### src/rtl/down_count_arbiter.sv
// Two-requester round-robin arbiter that runs one down-count per grant.
// Done pulses one cycle after the count reaches zero; abort cancels quietly.
module down_count_arbiter #(
  parameter int WIDTH = 4
) (
  input  logic             clk,
  input  logic             rst,
  input  logic [1:0]       req,
  input  logic [WIDTH-1:0] load0,
  input  logic [WIDTH-1:0] load1,
  input  logic             abort,
  output logic [1:0]       gnt,
  output logic             busy,
  output logic [WIDTH-1:0] count,
  output logic [1:0]       done
);

  typedef enum logic {
    IDLE,
    RUN
  } state_e;

  state_e           state_q, state_d;
  logic             ptr_q, ptr_d;
  logic [1:0]       gnt_q, gnt_d;
  logic             busy_q, busy_d;
  logic [WIDTH-1:0] count_q, count_d;
  logic [1:0]       done_q, done_d;
  logic             sel;

  always_comb begin
    state_d = state_q;
    ptr_d   = ptr_q;
    gnt_d   = gnt_q;
    busy_d  = busy_q;
    count_d = count_q;
    done_d  = 2'b00;
    sel     = 1'b0;
    unique case (state_q)
      IDLE: begin
        gnt_d   = 2'b00;
        busy_d  = 1'b0;
        count_d = '0;
        if (req != 2'b00) begin
          // both asking: the pointer breaks the tie
          sel     = (req == 2'b11) ? ptr_q : req[1];
          gnt_d   = sel ? 2'b10 : 2'b01;
          count_d = sel ? load1 : load0;
          busy_d  = 1'b1;
          state_d = RUN;
        end
      end
      RUN: begin
        if (abort || count_q == '0) begin
          done_d  = abort ? 2'b00 : gnt_q;
          ptr_d   = ~gnt_q[1];
          gnt_d   = 2'b00;
          busy_d  = 1'b0;
          count_d = '0;
          state_d = IDLE;
        end else begin
          count_d = count_q - WIDTH'(1);
        end
      end
      default: state_d = IDLE;
    endcase
  end

  always_ff @(posedge clk or negedge rst) begin
    if (!rst) begin
      state_q <= IDLE;
      ptr_q   <= 1'b0;
      gnt_q   <= 2'b00;
      busy_q  <= 1'b0;
      count_q <= '0;
      done_q  <= 2'b00;
    end else begin
      state_q <= state_d;
      ptr_q   <= ptr_d;
      gnt_q   <= gnt_d;
      busy_q  <= busy_d;
      count_q <= count_d;
      done_q  <= done_d;
    end
  end

  assign gnt   = gnt_q;
  assign busy  = busy_q;
  assign count = count_q;
  assign done  = done_q;

endmodule

### config.mk
export PLATFORM = sky130hd
export DESIGN_NAME = down_count_arbiter
export DESIGN_NICKNAME = d
export VERILOG_FILES = /design/src/rtl/down_count_arbiter.sv
export SDC_FILE = /design/constraint.sdc
export NUM_CORES = 1
export LEC_CHECK = 0
export ABC_AREA = 1
export BUFFER_PORTS_ARGS = -buffer_cell sky130_fd_sc_hd__buf_2
export CELL_PAD_IN_SITES_DETAIL_PLACEMENT = 0
export CELL_PAD_IN_SITES_GLOBAL_PLACEMENT = 1
export CORE_ASPECT_RATIO = 1.25
export CORE_MARGIN = 10
export CORE_UTILIZATION = 30
export CTS_BUF_LIST = sky130_fd_sc_hd__clkbuf_8
export DETAILED_ROUTE_END_ITERATION = 10
export PLACE_DENSITY = 0.76
export SYNTH_ARGS = -nofsm -noshare
export SYNTH_HDL_FRONTEND = slang
export SYNTH_SLANG_ARGS = --single-unit
### constraint.sdc
create_clock -name clk -period 1.2 [get_ports clk]
set_clock_uncertainty 0.15 [all_clocks]
set_input_delay 0.24 -clock clk [delete_from_list [all_inputs] [get_ports clk]]
set_output_delay 0.24 -clock clk [all_outputs]
set_load 0.02 [all_outputs]
==> reports/metrics.csv <==
stage,metric,value,unit
worst_setup_path,"CP delay by family, top",flip-flops,
clocking,CTS tree,built,
drt,Avg WL per Cell,12.53,um
floorplanning,Site Rows,18,
timing,RSZ-0062 raised after global routing,true,
floorplanning,Ports,22,
drt,DRC viols,0,
final_layout,Fillers,192,
clocking,TritonCTS buffer count,3,
status,outcome,finished with violations,
worst_setup_path,worst r2r dst,ptr_q,
floorplanning,die width,60.39,um
logic_synthesis,register area share after synthesis,44.99,%
timing,setup TNS,-390.8,ps
grt,vias in the first global route,637,
logic_synthesis,top-count cell post-synth,nand2_1,
clocking,H-tree Lvls,1,
drt,drt first-iter violations,7,
grt,largest net degree at the start of global routing,14,
final_layout,area grow syn2layout,58.28,%
min_path,type of the worst min-delay path,input pin to flop,
power,LEAKAGE,0.5132,nW
logic_synthesis,Gate Count Post-Synth,72,
clocking,clk_lat worst skew,240,ps
drt,final WL,1617,um
logic_synthesis,largest family of logic cells by synthesized area,simple AND/OR/NAND/NOR gates,
grt,total gr overflow,0,
final_layout,nets@finish,124,
drt,drt first pass iters,4,
worst_setup_path,Crit path top cell by count,buf_6,
drt,Vias/cell,4.566,
timing,setup ws final,-91.17,ps
logic_synthesis,asr flop ratio synth,100.0,%
logic_synthesis,mux cell area share after synthesis,0,%
clocking,TritonCTS Sinks,11,
logic_synthesis,syn nets,86,
placement,Port Buf Inserts,21,
logic_synthesis,Synth Area in Simple Gates,35.38,%
worst_setup_path,crit path buf inv count,2,
floorplanning,DIE AREA,4257,sq um
grt,gr busiest metal,met2,
logic_synthesis,post-synth top area share,44.99,%
floorplanning,Initial Util,31.23,%
worst_setup_path,CP required,810,ps
placement,dpl cell area,800.8,sq um
worst_setup_path,Worst EP arrival,900,ps
placement,HPWL after DPL,1215,um
timing,Slew @ Worst Pin,246.8,ps
timing,final worst-path cycle share,107.6,%
logic_synthesis,Mapped Area,611.8,sq um
timing,final hold vios,0,
logic_synthesis,Post-synth top flop,dfrtp_1,
timing,setup violators final,9,
floorplanning,Die Y,70.49,um
floorplanning,Core Box Area,1959,sq um
grt,met3 Use GR,3.436,%
grt,first-pass GRT wire length,2856,um
clocking,CTS root buf,clkbuf_8,
worst_setup_path,reg2reg start,count[2],
worst_setup_path,Setup crit start kind,flop,
logic_synthesis,Post-synth EDFFs,0,
worst_setup_path,R2R setup slack,-50,ps
grt,met2 usage,13.65,%
final_layout,share of cells above drive strength 1,55.96,%
logic_synthesis,adder-cell share of the synthesized area,2.045,%
drt,DRT antenna net count,0,
logic_synthesis,Yosys Warn Count,0,
status,failing checks,negative setup slack,
power,Power Density,2691,nW/um^2
worst_setup_path,Critical Path Source,count[1],
logic_synthesis,XOR/XNOR share of the synthesized area,1.431,%
worst_setup_path,crit end category,output pin,
timing,fin. max-slew vios,0,
logic_synthesis,"Avg Cell Area, Syn",8.498,sq um
timing,Fmax achieved,0.7745,GHz
logic_synthesis,#FFs+latches synth,11,
placement,placer congestion estimate,0.7221,
worst_setup_path,Setup Crit Path Kind,flop to output pin,
worst_setup_path,cell count along the critical path,2,
logic_synthesis,"top cells by count, synth","nand2_1 (19), dfrtp_1 (11), inv_1 (9)",
grt,initial antenna violation count,0,
timing,min cycle time layout,1291,ps
worst_setup_path,crit-path max FO,3,
timing,Slew headroom,83.37,%
worst_setup_path,max incr delay on CP,420,ps
final_layout,Post-Route Utilization,49.43,%
logic_synthesis,Synth Area in Compound Gates,6.953,%
drt,Via Count,589,
power,worst vdd ir,0.0009982,V
worst_setup_path,worst path cell trace,"buf_6, buf_6",
logic_synthesis,Synth area leaders,"dfrtp_1 (45%), nand2_1 (12%), nand3_1 (5.7%)",
grt,GRT met1 Usage,8.714,%
logic_synthesis,Cell variety after synth,20,
final_layout,antenna diode count,0,
min_path,hold depth,2,
worst_setup_path,Slowest cell on crit path,dfrtp_2,
grt,gr usage total,8.709,%
worst_setup_path,Worst Reg-to-Reg Cells,7,
final_layout,Final Cell Area,968.4,sq um
run,Max-cap violations,0,
worst_setup_path,crit path capture,count[1],
logic_synthesis,largest area contributor in the netlist,dfrtp_1,
clocking,deepest clock path buffer count,2,
clocking,clock slew at reported path FFs,50,ps
[repair_timing]
action                                 in CTS  in global routing
endpoints found under the hold margin      11                  0
pin swaps                                   6                  5
hold buffers                                1                  0
setup buffers                               5                  1
gates resized for setup                    11                 10
setup endpoints to repair                  10                 14
[through the flow]
step | worst slack, ps | std cells | power, W | hold slack (ps)
2_1_floorplan | -56.72 | 72 | 0.001488 | -205.6
3_3_place_gp | -2.757 | 118 | 0.001846 | -34.24
3_5_place_dp | -11.17 | 118 | 0.001860 | -32.48
4_1_cts | -93.77 | 128 | 0.002486 | 13.72
5_1_grt | -117.5 | 129 | 0.002813 | 8.700
6_report | -91.17 | 129 | 0.002606 | 24.85
[cells by family (layout without fill, tap and decap cells)]
logic type                 after synthesis  in the layout
adders and majority gates                1              1
DFF                                     11             11
xor gates and xnor gates                 1              1
and+or+nand+nor                         41             41
AOI/OAI and AO/OA                        5              5
buffers and inverters                   13             50
[placed cells by master (no fill, tap or decap), types with 4 or more instances in the layout]
cell type  instances
nand4_1            4
dfrtp_1            8
nand3_1            7
buf_4              9
buf_2             15
buf_6              9
inv_2              5
inv_1              7
nand2_1           17
[worst min path at each step]
stage	start	end	slack (ps)
final	abort	done[1]	20
after global routing	abort	done[1]	9
after CTS	abort	done[1]	10
after detailed placement	rst	done[1]	-30
after global placement	rst	done[1]	-30
after floorplan	rst	busy	-210
[worst reg2reg max path: cells and delay by family, from the launching register on]
family / cells / cell delay (ps)
AO/OA/AOI/OAI: 1 / 50
buffers and inverters: 1 / 130
flip-flops: 1 / 400
AND/OR/NAND/NOR: 5 / 410
[area by class of cell]
type | instances | area, sq um | area share (%)
Clock inverter | 1 | 5.005 | 0.5168
Sequential cell | 11 | 279.0 | 28.81
Timing Repair Buffer | 34 | 254.0 | 26.23
Multi-Input combinational cell | 48 | 319.1 | 32.95
Inverter | 12 | 45.04 | 4.651
Tap cell | 20 | 25.02 | 2.584
Clock buffer | 3 | 41.29 | 4.264
[flip-flops by register name, summed over array words and instances, names as in the netlist]
signal,cells
done,2
state_q,1
gnt,2
count,4
ptr_q,1
busy,1
[layer usage]
metal,wire [um],up-vias
met5,0,-
li1,-,306
met1,625,265
met2,841,16
met4,27,0
met3,123,2
[power breakdown]
part / total (W) / internal [W] / leakage [nW] / switching (W)
clock network: 0.000383 / 0.000229 / 0.0255 / 0.000154
registers: 0.000655 / 0.000531 / 0.137 / 0.000124
logic: 0.00157 / 0.000731 / 0.351 / 0.000837
total: 0.00261 / 0.00149 / 0.513 / 0.00111
No activity file was read; power rests on OpenSTA's default activity.
